$ cat src/rtl/commit_ctrl.sv
// commit_ctrl: retirement gating for the two oldest ROB entries.
// Decides which slots retire, raises exception/ertn strobes toward the CSR unit,
// and sequences flush + redirect, the post-flush drain and the IDLE wait.
module commit_ctrl #(
    parameter int COMMIT_WIDTH = 2,
    parameter int DRAIN_CYCLES = 2,
    parameter int PC_WIDTH     = 32
) (
    input  logic                                   clk,
    input  logic                                   a_rst_n,
    input  logic [COMMIT_WIDTH-1:0]                cmt_valid,
    input  logic [COMMIT_WIDTH-1:0][PC_WIDTH-1:0]  cmt_pc,
    input  logic [COMMIT_WIDTH-1:0]                cmt_excp,
    input  logic [COMMIT_WIDTH-1:0][5:0]           cmt_ecode,
    input  logic [COMMIT_WIDTH-1:0][PC_WIDTH-1:0]  cmt_badv,
    input  logic [COMMIT_WIDTH-1:0]                cmt_br_redirect,
    input  logic [COMMIT_WIDTH-1:0][PC_WIDTH-1:0]  cmt_br_target,
    input  logic [COMMIT_WIDTH-1:0]                cmt_ertn,
    input  logic [COMMIT_WIDTH-1:0]                cmt_refetch,
    input  logic [COMMIT_WIDTH-1:0]                cmt_idle,
    input  logic                                   intr_i,
    input  logic [PC_WIDTH-1:0]                    eentry_i,
    input  logic [PC_WIDTH-1:0]                    era_i,
    output logic [COMMIT_WIDTH-1:0]                retire_en_o,
    output logic                                   excp_commit_o,
    output logic [5:0]                             excp_ecode_o,
    output logic [PC_WIDTH-1:0]                    excp_pc_o,
    output logic [PC_WIDTH-1:0]                    excp_badv_o,
    output logic                                   ertn_commit_o,
    output logic                                   flush_o,
    output logic                                   redirect_valid_o,
    output logic [PC_WIDTH-1:0]                    redirect_pc_o,
    output logic                                   stall_alloc_o
);

    typedef enum logic [1:0] {
        S_RUN       = 2'd0,
        S_FLUSH     = 2'd1,
        S_DRAIN     = 2'd2,
        S_IDLE_WAIT = 2'd3
    } state_t;

    state_t                r_state;
    state_t                w_state_next;
    logic [3:0]            r_cnt;
    logic [3:0]            w_cnt_next;
    logic [PC_WIDTH-1:0]   r_target;
    logic [PC_WIDTH-1:0]   w_target_next;
    logic                  r_to_idle;
    logic                  w_to_idle_next;

    // Per-slot event decode
    logic [COMMIT_WIDTH-1:0]               w_event;
    logic [COMMIT_WIDTH-1:0]               w_slot_idle;
    logic [COMMIT_WIDTH-1:0][PC_WIDTH-1:0] w_slot_target;

    genvar gi;
    generate
        for (gi = 0; gi < COMMIT_WIDTH; gi++) begin : g_slot
            logic [PC_WIDTH-1:0] w_pc_plus4;
            // pc+4 wraps naturally at the width of the address
            assign w_pc_plus4 = cmt_pc[gi] + PC_WIDTH'(4);
            assign w_event[gi] = cmt_valid[gi] & (cmt_excp[gi] | cmt_ertn[gi] |
                                 cmt_br_redirect[gi] | cmt_refetch[gi] | cmt_idle[gi]);
            // Only an idle that is not shadowed by a higher-priority event parks the core
            assign w_slot_idle[gi] = ~cmt_excp[gi] & ~cmt_ertn[gi] & ~cmt_br_redirect[gi] &
                                     ~cmt_refetch[gi] & cmt_idle[gi];
            // Redirect target by in-slot priority: excp > ertn > br > refetch/idle
            assign w_slot_target[gi] = cmt_excp[gi]        ? eentry_i :
                                       cmt_ertn[gi]        ? era_i :
                                       cmt_br_redirect[gi] ? cmt_br_target[gi] :
                                                             w_pc_plus4;
        end
    endgenerate

    logic                    w_intr;
    logic                    w_sel;
    logic [COMMIT_WIDTH-1:0] w_retire_mask;

    // Interrupt only counts when there is an oldest instruction to attach it to
    assign w_intr = intr_i & cmt_valid[0];
    // Oldest slot with an event wins
    assign w_sel  = ~w_event[0];
    // Retire up to the event slot; an excepting slot itself does not retire
    assign w_retire_mask = w_sel ? {~cmt_excp[1], 1'b1} : {1'b0, ~cmt_excp[0]};

    // State, drain counter and saved redirect target
    always_ff @(posedge clk) begin
        if (!a_rst_n) begin
            r_state   <= S_RUN;
            r_cnt     <= 4'd0;
            r_target  <= '0;
            r_to_idle <= 1'b0;
        end else begin
            r_state   <= w_state_next;
            r_cnt     <= w_cnt_next;
            r_target  <= w_target_next;
            r_to_idle <= w_to_idle_next;
        end
    end

    // Next-state and output decode
    always_comb begin
        w_state_next     = r_state;
        w_cnt_next       = r_cnt;
        w_target_next    = r_target;
        w_to_idle_next   = r_to_idle;
        retire_en_o      = '0;
        excp_commit_o    = 1'b0;
        excp_ecode_o     = 6'd0;
        excp_pc_o        = '0;
        excp_badv_o      = '0;
        ertn_commit_o    = 1'b0;
        flush_o          = 1'b0;
        redirect_valid_o = 1'b0;
        redirect_pc_o    = '0;
        stall_alloc_o    = 1'b0;

        case (r_state)
            S_RUN: begin
                if (w_intr) begin
                    excp_commit_o  = 1'b1;
                    excp_pc_o      = cmt_pc[0];
                    w_target_next  = eentry_i;
                    w_to_idle_next = 1'b0;
                    w_state_next   = S_FLUSH;
                end else if (|w_event) begin
                    retire_en_o    = w_retire_mask & cmt_valid;
                    ertn_commit_o  = ~cmt_excp[w_sel] & cmt_ertn[w_sel];
                    if (cmt_excp[w_sel]) begin
                        excp_commit_o = 1'b1;
                        excp_ecode_o  = cmt_ecode[w_sel];
                        excp_pc_o     = cmt_pc[w_sel];
                        excp_badv_o   = cmt_badv[w_sel];
                    end
                    w_target_next  = w_slot_target[w_sel];
                    w_to_idle_next = w_slot_idle[w_sel];
                    w_state_next   = S_FLUSH;
                end else begin
                    retire_en_o = cmt_valid;
                end
            end
            S_FLUSH: begin
                flush_o          = 1'b1;
                redirect_valid_o = 1'b1;
                redirect_pc_o    = r_target;
                stall_alloc_o    = 1'b1;
                if (r_to_idle) begin
                    w_state_next = S_IDLE_WAIT;
                end else begin
                    w_state_next = S_DRAIN;
                    w_cnt_next   = 4'(DRAIN_CYCLES);
                end
            end
            S_DRAIN: begin
                stall_alloc_o = 1'b1;
                if (r_cnt <= 4'd1) begin
                    w_cnt_next   = 4'd0;
                    w_state_next = S_RUN;
                end else begin
                    w_cnt_next = r_cnt - 4'd1;
                end
            end
            S_IDLE_WAIT: begin
                stall_alloc_o = 1'b1;
                // The saved target of an idle flush is its pc+4, i.e. the era on wake
                if (intr_i) begin
                    excp_commit_o  = 1'b1;
                    excp_pc_o      = r_target;
                    w_target_next  = eentry_i;
                    w_to_idle_next = 1'b0;
                    w_state_next   = S_FLUSH;
                end
            end
            default: begin
                w_state_next = S_RUN;
            end
        endcase
    end

endmodule

$ cat config.mk
export PLATFORM = sky130hd
export DESIGN_NAME = commit_ctrl
export DESIGN_NICKNAME = d
export VERILOG_FILES = /design/src/rtl/commit_ctrl.sv
export SDC_FILE = /design/constraint.sdc
export NUM_CORES = 1
export LEC_CHECK = 0
export ABC_CLOCK_PERIOD_IN_PS = 3220
export CAP_MARGIN = 30
export CORE_AREA = 3 3 151 153
export DETAILED_ROUTE_END_ITERATION = 12
export DIE_AREA = 0 0 154 156
export PLACE_DENSITY_LB_ADDON = 0.08
export SYNTH_ARGS = -nofsm -noshare
export SYNTH_HDL_FRONTEND = slang
export SYNTH_SLANG_ARGS = --single-unit
$ cat constraint.sdc
create_clock -name clk -period 3.22 [get_ports clk]
set_clock_uncertainty 0.1 [all_clocks]
set_input_delay 0.644 -clock clk [delete_from_list [all_inputs] [get_ports clk]]
set_output_delay 0.644 -clock clk [all_outputs]
set_load 0.005 [all_outputs]
==> results.toml, run 1 <==
[run_status]
status = "complete, but fails checks"
failed_checks = "negative setup slack"

[sta]
finalCriticalPeriod_ns = 3.462
final_max_slew_viol_count = 0
grt_setup_unrepaired = "yes"
finalHoldViolCount = 0
fin_crit_sh_pct = 107.5
maxSlewHeadroom_pct = 57.81
layout_setup_ws_ns = -0.2418
worst_pin_slew_ns = 0.6328
setup_violations = 57
final.setup.tns_ns = -6.817
timing.fmax_mhz = 288.9

[synthesis]
ys_ff_latch = 39
yosysWarnings = 0
mappedNetlistNets = 1197
synthFlopType = "dfxtp_1"
avgSynthCellArea_um2 = 6.718
yosysSeqAreaShare_pct = 12.84
ys_async_sr_fraction_pct = 0
ys_types = 67
synth_edf_count = 0
synthCells = 905
syn_area_um2 = 6080

[clock_network]
cts_sinks = 39
ctsHtreeMaxLevel = 2
cts_buffer_depth = 2
clkSlewWorstSetupHoldPaths_ns = 0.07
cts_tree = "done"
root_buffer = "clkbuf_16"
cts_made_buffers = 5
insertion_delay_ns = 0.30

[power_and_ir_drop]
power_density_nw_per_um2 = 410.1
power_leakage_nw = 4.651
ir_drop_v = 0.0002583

[routing]
drtPass1Iterations = 5
post_drt_wl_per_cell_um = 23.13
first_iter_violations = 594
vias = 8943
via_per_inst = 5.423
totalWireLength_um = 38140
ant_nets = 0
drc_errors = 0

[grt]
first_global_vias = 9140
grt-ovfl-total = 0
grt_first_pass_wirelength_um = 56170
grt_max_degree = 48
grt_use_total_pct = 30.03
antenna_found_initial = 1

[final_layout]
drive_gt1_share_pct = 23.23
post-route-cell-area_um2 = 11590
final_cell_mix = "clkdlybuf4s50_1 (311), nand2_1 (136), buf_4 (108)"
layout_commonest_cell = "clkdlybuf4s50_1"
syn2layout_area_growth_pct = 90.72
final_cells = 1649
n_fill_cell = 2143
fin_util_pct = 53.46
nNetsFinal = 1660
antennaDiodeCount = 0

[floorplan]
die_h_um = 156
die_width_um = 154
die-area_um2 = 24020
initial_core_util_pct = 28.03
io_pins = 392
placementRows = 54
core-area_um2 = 21690

[setup_path]
crit_type = "in -> out"
cp-start-kind = "input port"
path_max_fanout = 5
critPathArrivalTime_ns = 2.72
crit_required_ns = 2.48
end_kind = "output pin"

[place]
dp_cells = 1610
dp_slack_ns = -0.8255
gp_congestion = 0.9933
io_buffers = 391
place_area_um2 = 10930
hpwl_um = 29710

[min_path]
hold_path.class = "reg -> reg"

[run]
max_cap_viol_count = 0
## per-layer routing
layer  vias to the layer above  GRT usage, %  part of all wire [%]
met4                         0         7.485                   2.3
li1                       4231             -                     -
met5                         -             0                     0
met2                       465         53.91                    50
met1                      4194         36.74                    40
met3                        53         6.103                   7.6
## flip-flops by register name (all words and copies together), names as in the netlist
signal	count
r_cnt	4
r_target	32
r_state	2
r_to_idle	1
## repair_timing
action	in CTS	in global routing
gates resized for setup	334	40
cloned	5	1
pin swaps	51	24
buffers inserted	25	7
setup endpoints to repair	74	73
hold buffers	0	0
endpoints found under the hold margin	0	0
## cells in the mapped netlist, types with 16 or more instances
cell,instances,share of area (%)
inv_1,22,1.4
and2_1,42,4.3
buf_2,21,1.7
xnor2_1,37,5.3
a21oi_1,81,6.7
xor2_1,18,2.6
a22oi_1,42,5.2
nand3_1,28,2.3
o211ai_1,19,2.3
dfxtp_1,39,13
clkbuf_1,44,2.7
nand2_1,137,8.5
a221oi_1,16,2.3
nor2_1,86,5.3
o21ai_0,32,2.6
mux2_2,32,5.9
o221ai_1,16,2.3
nand4_1,20,2.1
## stage by stage
stage | hold slack, ns | total power [W]
after floorplan | 0.3384 | 0.002200
after global placement | 0.3545 | 0.003972
after detailed placement | 0.3637 | 0.003991
after CTS | 0.3730 | 0.004704
after global routing | 0.4057 | 0.005051
final | 0.3681 | 0.004755
## layout make-up
class	count	area (um^2)	share of cell area, %
Multi-Input combinational cell	767	5189	44.75
Sequential cell	39	780.7	6.734
Timing Repair Buffer	533	5036	43.43
Clock buffer	8	156.4	1.349
Tap cell	280	350.3	3.021
Inverter	22	82.58	0.7122
## report_power, final
group	total (W)	internal, W	switching, W	leakage [nW]
logic	0.00326	0.00164	0.00163	4.25
registers	0.000927	0.000696	0.000231	0.323
clock network	0.000563	0.000331	0.000232	0.0772
total	0.00476	0.00266	0.00209	4.65
## final timing paths
kind | start | to | slack (ns) | cells after the start
hold / removal | r_to_idle | r_to_idle | 0.37 | 2
setup / recovery | cmt_ertn[0] | excp_pc_o[18] | -0.24 | 11
setup reg to reg | r_state[0] | r_target[31] | 0.61 | 9
hold reg to reg | r_to_idle | r_to_idle | 0.37 | 2
## worst max-delay path, cell delays in order
cell,delay (ns)
buf_6,0.09
or4_4,0.53
o21a_4,0.22
a21oi_4,0.23
buf_8,0.19
buf_16,0.13
buf_6,0.09
mux2_4,0.29
a22oi_2,0.11
nor2_1,0.05
buf_2,0.13
## cells by family (layout without fill, tap and decap cells)
logic type	after synthesis	after routing	synth area share, %
buffers and inverters	99	563	7.409
AND/OR/NAND/NOR	383	383	30.25
AO/OA/AOI/OAI	269	269	30.56
XOR/XNOR	55	55	7.923
multiplexers	51	51	9.158
adder cells (fa/ha/maj)	9	9	1.852
flip-flops	39	39	12.84
Power figures use the tool's default switching activity.
==> run 2: changes to the inputs <==
CTS_CLUSTER_SIZE = 28   (was default)
==> results of run 2 <==
No change in the layout: final DEF, timing and power equal those of run 1.
==> run 3: changes to the inputs <==
RECOVER_POWER = 25   (was default)
==> run 3 against run 2 <==
Compared with the run above:
- the flow still finishes with violations (negative setup slack)
- die area is the same
- hold slack is essentially flat
- clock power is essentially flat
- core utilization shrank 0.12 points
- routed wire length is essentially flat
- sequential power is essentially flat
- power shrank 0.68%
- setup slack gained 0.0023 ns
- register-to-register slack lost 0.20 ns
- via count shrank 0.22%
- critical path type unchanged
- largest cell class unchanged
- highest routed layer unchanged
==> results.toml, run 3 (synthesized netlist as in run 1, its figures left out) <==
[final_layout]
final_cell_mix = "clkdlybuf4s50_1 (307), nand2_1 (136), buf_4 (104)"
nNetsFinal = 1660
syn2layout_area_growth_pct = 90.29
drive_gt1_share_pct = 22.79
largest_register = "r_target"
final_cells = 1649
antennaDiodeCount = 0
largest_register_ffs = 32
reg_top3 = "r_target (32), r_cnt (4), r_state (2)"
n_fill_cell = 2151
layout_commonest_cell = "clkdlybuf4s50_1"

[setup_path]
reg2reg_from = "r_state[0]"
critical-path-max-stage-delay_ns = 0.53
crit_family = "buffers and inverters"
cp-start-kind = "input port"
critPathArrivalTime_ns = 2.72
critPathBufInv = 5
cp-startpoint = "cmt_ertn[0]"
critPathSlowestCell = "or4_4"
path_max_fanout = 5
path_cells = "buf_6 -> or4_4 -> o21a_4 -> a21oi_4 -> buf_4 -> buf_6 -> buf_4 -> mux2_4 -> a22oi_2 -> nor2_1 -> buf_2"
crit_type = "in -> out"
crit_required_ns = 2.48
end_kind = "output pin"

[floorplan]
die_h_um = 156
die-area_um2 = 24020
die_width_um = 154
core-area_um2 = 21690
io_pins = 392
placementRows = 54
initial_core_util_pct = 28.03

[clock_network]
root_buffer = "clkbuf_16"
cts_made_buffers = 5
cts_buffer_depth = 2
clkSlewWorstSetupHoldPaths_ns = 0.07
cts_sinks = 39
holdBufCountCts = 0
ctsHtreeMaxLevel = 2
insertion_delay_ns = 0.30
cts_tree = "done"

[power_and_ir_drop]
swShare_pct = 44.20
p_int_w = 0.002635
power_frac_comb_pct = 68.4
p_sw_w = 0.002087
ir_drop_v = 0.0002465
power_leakage_nw = 4.638
power.total_w = 0.004723
power_density_nw_per_um2 = 408.3
power_frac_seq_pct = 19.7
clockPowerShare_pct = 12.0

[routing]
first_iter_violations = 643
totalWireLength_um = 38140
post_drt_wl_per_cell_um = 23.13
via_per_inst = 5.411
drtPass1Iterations = 5
vias = 8923
ant_nets = 0
drc_errors = 0

[sta]
hold_ws_ns = 0.3680
finalHoldViolCount = 0
final.setup.tns_ns = -7.344
maxSlewHeadroom_pct = 24.85
finalCriticalPeriod_ns = 3.460
timing.fmax_mhz = 289.1
final_max_slew_viol_count = 0
grt_setup_unrepaired = "yes"
setup_violations = 79
fin_crit_sh_pct = 107.4
layout_setup_ws_ns = -0.2395
worst_pin_slew_ns = 1.127

[min_path]
hold_path.class = "reg -> reg"
min_from = "r_to_idle"

[run_status]
failed_checks = "negative setup slack"
status = "complete, but fails checks"

[grt]
grt-ovfl-total = 0
first_global_vias = 9140
grt_use_total_pct = 30.03
antenna_found_initial = 1
grt_max_degree = 48
grt_first_pass_wirelength_um = 56170

[run]
max_cap_viol_count = 0

[place]
hpwl_um = 29710
io_buffers = 391
dp_slack_ns = -0.8255
dp_cells = 1610
gp_congestion = 0.9933
run 3: cell types whose count changed in the layout (fill, tap and decap cells not counted), sizes merged:
cell           change
buf                -4
clkbuf             +4
clkdlybuf4s50      -4
dlygate4sd3        +4
run 3: metrics by stage:
stage,utilization (%),cell area [um^2]
6_report,53.34,11570
5_1_grt,53.34,11570
4_1_cts,53.34,11570
3_5_place_dp,50.39,10930
3_3_place_gp,50.39,10930
2_1_floorplan,-,6080
run 3: what timing repair did:
action | CTS | global route
endpoints found under the setup margin | 74 | 73
resized for setup | 334 | 40
pin swaps | 51 | 24
cloned | 5 | 1
buffers inserted | 25 | 7
run 3: worst reg2reg max path, delay by kind of cell, from the launching register on:
kind	cells	cell delay (ns)
AOI/OAI and AO/OA	4	1.11
adders and majority gates	1	0.25
DFF	1	0.41
and+or+nand+nor	2	0.45
buffers and inverters	2	0.45
run 3: routing by layer:
| metal | GRT usage (%) | up-vias | part of all wire [%] |
|---|---|---|---|
| li1 | - | 4232 | - |
| met1 | 36.74 | 4182 | 41 |
| met2 | 53.91 | 446 | 49 |
| met3 | 6.103 | 63 | 7.3 |
| met4 | 7.485 | 0 | 2.6 |
| met5 | 0 | - | 0 |
run 3: final cells by class:
cell class                      count  area (um^2)  area share (%)
Clock buffer                        8        156.4           1.352
Multi-Input combinational cell    767         5177           44.75
Tap cell                          280        350.3           3.028
Inverter                           22        82.58          0.7138
Timing Repair Buffer              533         5021           43.40
Sequential cell                    39        780.7           6.749
run 3: final timing paths:
path	end	slack [ns]	depth (start not counted)
setup / recovery	excp_pc_o[19]	-0.24	11
hold / removal	r_to_idle	0.37	2
hold reg to reg	r_to_idle	0.37	2
setup reg to reg	r_target[31]	0.41	9
run 3: power by group through the flow:
| stage | clock (W) | sequential, W | combinational, W |
|---|---|---|---|
| after floorplan | 0 | 0.000813 | 0.00139 |
| after global placement | 0 | 0.000902 | 0.00307 |
| after detailed placement | 0 | 0.000900 | 0.00309 |
| after CTS | 0.000577 | 0.000918 | 0.00321 |
| after global routing | 0.000591 | 0.000945 | 0.00348 |
| final | 0.000566 | 0.000928 | 0.00323 |
==> RTL change 1, RTL diff (config.mk and constraints of run 2) <==
The 4 states of `state_t` get a one-hot encoding in 4 bits.
--- a/src/rtl/commit_ctrl.sv
+++ b/src/rtl/commit_ctrl.sv
@@ -34,9 +34,9 @@
 );
 
-    typedef enum logic [1:0] {
-        S_RUN       = 2'd0,
-        S_FLUSH     = 2'd1,
-        S_DRAIN     = 2'd2,
-        S_IDLE_WAIT = 2'd3
+    typedef enum logic [3:0] {
+        S_RUN       = 4'b0001,
+        S_FLUSH     = 4'b0010,
+        S_DRAIN     = 4'b0100,
+        S_IDLE_WAIT = 4'b1000
     } state_t;
 
Formal check against the unedited RTL: same outputs for any inputs over 4 cycles, from zero or initial values and one cycle with a_rst_n low; so few cycles prove little.
==> RTL change 1 against run 2 <==
Critical path depth did not move; largest power group unchanged; combinational power fell by 39%; the flow still finishes with violations (setup timing); routed wire length rose by 1.4%; critical endpoint is now excp_badv_o[24]; design area rose by 2.3%; clock power rose by 12%; worst setup slack improved by 0.24 ns; synthesized area rose by 1.1%; total power fell by 30%; hold slack improved by 0.0041 ns; sequential cell count rose by 2; via count rose by 2.0%; first-iteration DRC count rose by 8.8%.
==> RTL change 1: results (changes against run 2) <==
IR_WORST_VDD_mV=0.264  # was 0.258 mV
POWER_LEAKAGE_nW=4.83  # was 4.65 nW
TIMING.RR.END='r_target[25]$_SDFFE_PN0P_'  # was r_target[31]$_SDFFE_PN0P_
DPL.HPWL_MM=30.1  # was 29.7 mm
POST-PLACE-WS_NS=-0.737  # was -0.826 ns
PLACEMENT.CELL_AREA_UM2=11000  # was 10900 um2
P_SW_mW=1.27  # was 2.09 mW
WORST_SETUP_PATH_ENDPOINT='excp_badv_o[24]'  # was excp_pc_o[18]
REG.LARGEST.LIST='r_target x32, r_cnt x4, r_state x4'  # was r_target x32, r_cnt x4, r_state x2
LAYOUT_SETUP_WS_NS=-0.00510  # was -0.242 ns
OVERALL_GLOBAL_ROUTING_RESOURCE_USAGE_PCT=30.2  # was 30.0%
SYNTHESIZED_NETS=1201  # was 1197
TIMING.SLEW.HEADROOM_PCT=54.3  # was 57.8%
WORSTREG2REGSTART='r_state[1]$_SDFFE_PN0P_'  # was r_state[0]$_SDFFE_PN0P_
FAILED_CHECKS='setup timing'  # unchanged
VIA_COUNT_OF_THE_FIRST_GLOBAL_ROUTING_PASS=9000  # was 9140
DRIVE_ABOVE_1_SHARE_PCT=21.4  # was 23.2%
SEQUENTIAL_AREA_SHARE_AFTER_SYNTHESIS_PCT=13.4  # was 12.8%
VIA_COUNT=9118  # was 8943
PATH_DEPTH_OF_THE_WORST_REG2REG_PATH=7  # was 9
GRT_PASS1_WL_MM=56.1  # was 56.2 mm
TIMING.CRITICAL_PATH.FANOUT_MAX=4  # was 5
SYNTH_CELL_TYPES=77  # was 67
PLACED_CELLS=1634  # was 1610
OUTCOME='finished with violations'  # unchanged
DRT_ITER0_MARKERS=646  # was 594
SETUP_VIOL=1  # was 57
-- RTL change 1: worst min path at each step --
stage                                      to  depth (start not counted)
floorplan           r_target[23]$_SDFFE_PN0P_                          2
global placement     r_target[0]$_SDFFE_PN0P_                          2
detailed placement   r_target[1]$_SDFFE_PN0P_                          2
CTS                  r_target[1]$_SDFFE_PN0P_                          2
global route         r_target[2]$_SDFFE_PN0P_                          2
finish               r_target[1]$_SDFFE_PN0P_                          2
-- RTL change 1: metrics by stage --
stage	hold slack, ns	power (mW)
3_5_place_dp	0.361	2.46
2_1_floorplan	0.338	1.37
6_report	0.372	3.34
5_1_grt	0.386	3.50
4_1_cts	0.369	3.31
3_3_place_gp	0.356	2.45
-- RTL change 1: final cells by class --
type	instances	area, um2
well taps	280	350
fillers	2127	9830
inverters	25	93.8
multi-input cells	777	5120
diodes	2	5.00
clock inverters	1	30.0
repair buffers	555	5300
clock buffers	7	143
flip-flops and latches	41	821
-- RTL change 1: per-layer routing --
layer,global-route usage (%),vias up,part of all wire [%]
met5,0,-,0.034
met4,6.94,2,2.2
met3,5.35,43,8.0
met2,55.1,460,50
met1,36.9,4298,40
li1,-,4315,-
-- RTL change 1: kinds of logic after synthesis --
kind of cell               share of synthesized area [%]
AOI/OAI and AO/OA                                   29.1
and+or+nand+nor                                     32.6
buffers and inverters                               7.82
xor gates and xnor gates                            7.55
DFF                                                 13.4
adders and majority gates                          0.814
muxes                                               8.75
-- RTL change 1: critical path: stages --
cell,delay (ns)
sky130_fd_sc_hd__buf_6,0.09
sky130_fd_sc_hd__or4_4,0.55
sky130_fd_sc_hd__nor2b_4,0.16
sky130_fd_sc_hd__buf_12,0.12
sky130_fd_sc_hd__nor2_4,0.14
sky130_fd_sc_hd__nand2_4,0.09
sky130_fd_sc_hd__buf_12,0.14
sky130_fd_sc_hd__buf_12,0.13
sky130_fd_sc_hd__buf_6,0.11
sky130_fd_sc_hd__a21oi_4,0.14
sky130_fd_sc_hd__buf_2,0.14
-- RTL change 1: power groups by stage --
| stage | clock network (mW) | logic, mW | registers [mW] |
|---|---|---|---|
| global placement | 0 | 1.74 | 0.711 |
| detailed placement | 0 | 1.75 | 0.712 |
| finish | 0.631 | 2.00 | 0.705 |
| CTS | 0.641 | 1.97 | 0.701 |
| floorplan | 0 | 0.713 | 0.662 |
| global route | 0.658 | 2.13 | 0.714 |
-- RTL change 1: repair_timing --
item | in CTS | in global routing
cloned | 8 | 0
endpoints found under the setup margin | 73 | 57
setup buffers | 32 | 6
hold endpoints to repair | 0 | 0
pin swaps | 18 | 11
resized for setup | 303 | 49
==> RTL change 2, RTL diff (settings of run 2) <==
Made on the original files. Put a register stage on the output `redirect_pc_o`, with the module's reset. The value now appears one clock later. The other outputs are not delayed to match.
--- a/src/rtl/commit_ctrl.sv
+++ b/src/rtl/commit_ctrl.sv
@@ -40,4 +40,6 @@
         S_IDLE_WAIT = 2'd3
     } state_t;
+
+    logic [PC_WIDTH-1:0] redirect_pc_d;
 
     state_t                r_state;
@@ -114,5 +116,5 @@
         flush_o          = 1'b0;
         redirect_valid_o = 1'b0;
-        redirect_pc_o    = '0;
+        redirect_pc_d    = '0;
         stall_alloc_o    = 1'b0;
 
@@ -144,5 +146,5 @@
                 flush_o          = 1'b1;
                 redirect_valid_o = 1'b1;
-                redirect_pc_o    = r_target;
+                redirect_pc_d    = r_target;
                 stall_alloc_o    = 1'b1;
                 if (r_to_idle) begin
@@ -179,4 +181,12 @@
     end
 
+    always_ff @(posedge clk) begin
+        if (!a_rst_n) begin
+            redirect_pc_o <= '0;
+        end else begin
+            redirect_pc_o <= redirect_pc_d;
+        end
+    end
+
 endmodule
 
Behaviour: not the same (Yosys sat finds a counterexample within 4 cycles, from zero or initial values and one cycle with a_rst_n low).
==> RTL change 2 against run 2 <==
The flow still finishes with violations (setup timing); global-route usage rose by 2.7 points; maximum frequency increased by 5.6%; sequential power increased by 54%; combinational power rose by 3%; total power up 20%; design area is 12% higher; via count up 12%; sequential share of layout area increased by 4.2 points; sequential cell count rose by 32; worst setup slack improved by 0.18 ns; non-clock buffer count increased by 42; routed wire length increased by 10%; synthesized area up 13%; final cell count is 6.9% higher; critical endpoint is now excp_pc_o[28]; highest routed layer is now met5.
==> RTL change 2: results (changes against run 2) <==
MET2ROUTEDLENGTH_MM=19.4  # was 18.9 mm
REG2REG_SLACK_NS=0.25  # was 0.61 ns
COMB.MULTI_INPUT.COUNT=795  # was 767
POSTSYNTHREGISTERBITS=71  # was 39
NUM_ANTENNA_CELLS=3  # was 0
PROPORTION_OF_SYNTHESIZED_AREA_IN_MUX_CELLS_PCT=5.97  # was 9.16%
OUTCOME='finished with violations'  # unchanged
FAILED_CHECKS='setup timing'  # unchanged
HOLD_START='r_target[9]$_SDFFE_PN0P_'  # was r_to_idle$_SDFFE_PN0P_
NETLIST_TOP_CELLS_COUNT='sky130_fd_sc_hd__nand2_1, sky130_fd_sc_hd__a21oi_1, sky130_fd_sc_hd__dfxtp_1, sky130_fd_sc_hd__nor2_1, sky130_fd_sc_hd__o21ai_0'  # was sky130_fd_sc_hd__nand2_1, sky130_fd_sc_hd__nor2_1, sky130_fd_sc_hd__a21oi_1, sky130_fd_sc_hd__clkbuf_1
PLACED_CELLS=1706  # was 1610
SYNTH_XOR_XNOR_AREA_SHARE_PCT=6.61  # was 7.92%
SLOWEST_DELAY_NS=0.41  # was 0.53 ns
LAYOUT_SETUP_WS_NS=-0.0598  # was -0.242 ns
DETAIL_ROUTE.VIAS_PER_CELL=5.69  # was 5.42
DRT_ITER0_MARKERS=1069  # was 594
ROUTABILITYCONGESTION=1.00  # was 0.993
SETUP_VIOL=13  # was 57
FILL_COUNT=1990  # was 2143
POWER_LEAKAGE_nW=5.30  # was 4.65 nW
OVERALL_GLOBAL_ROUTING_RESOURCE_USAGE_PCT=32.7  # was 30.0%
MET1_USAGE_PCT=40.1  # was 36.7%
WORSTREG2REGSTART='r_state[1]$_SDFFE_PN0P_'  # was r_state[0]$_SDFFE_PN0P_
VIA_COUNT_OF_THE_FIRST_GLOBAL_ROUTING_PASS=9620  # was 9140
GRTUSAGEMET3_PCT=9.15  # was 6.10%
DR.MAX_LAYER_USED='met5'  # was met4
POST_CTS_BUFFERS=21  # was 25
IR_WORST_VDD_mV=0.314  # was 0.258 mV
-- RTL change 2: changes by cell type after synthesis, moves of 9 or more --
cell                        before  now
sky130_fd_sc_hd__a21oi_1        81   97
sky130_fd_sc_hd__a22oi_1        42    7
sky130_fd_sc_hd__a2bb2oi_1       0   34
sky130_fd_sc_hd__and2_1         42    7
sky130_fd_sc_hd__and3_1          8   37
sky130_fd_sc_hd__dfxtp_1        39   71
sky130_fd_sc_hd__mux2_2         32    0
sky130_fd_sc_hd__mux2i_1        14   41
sky130_fd_sc_hd__nand2_1       137  146
sky130_fd_sc_hd__nor2_1         86   70
sky130_fd_sc_hd__o21ai_0        32   52
sky130_fd_sc_hd__xnor2_1        37   28
-- RTL change 2: worst paths after layout --
path,depth (start not counted),to
max reg2reg,8,r_target[29]$_SDFFE_PN0P_
max,12,excp_pc_o[28]
min reg2reg,2,r_target[9]$_SDFFE_PN0P_
min,2,r_target[9]$_SDFFE_PN0P_
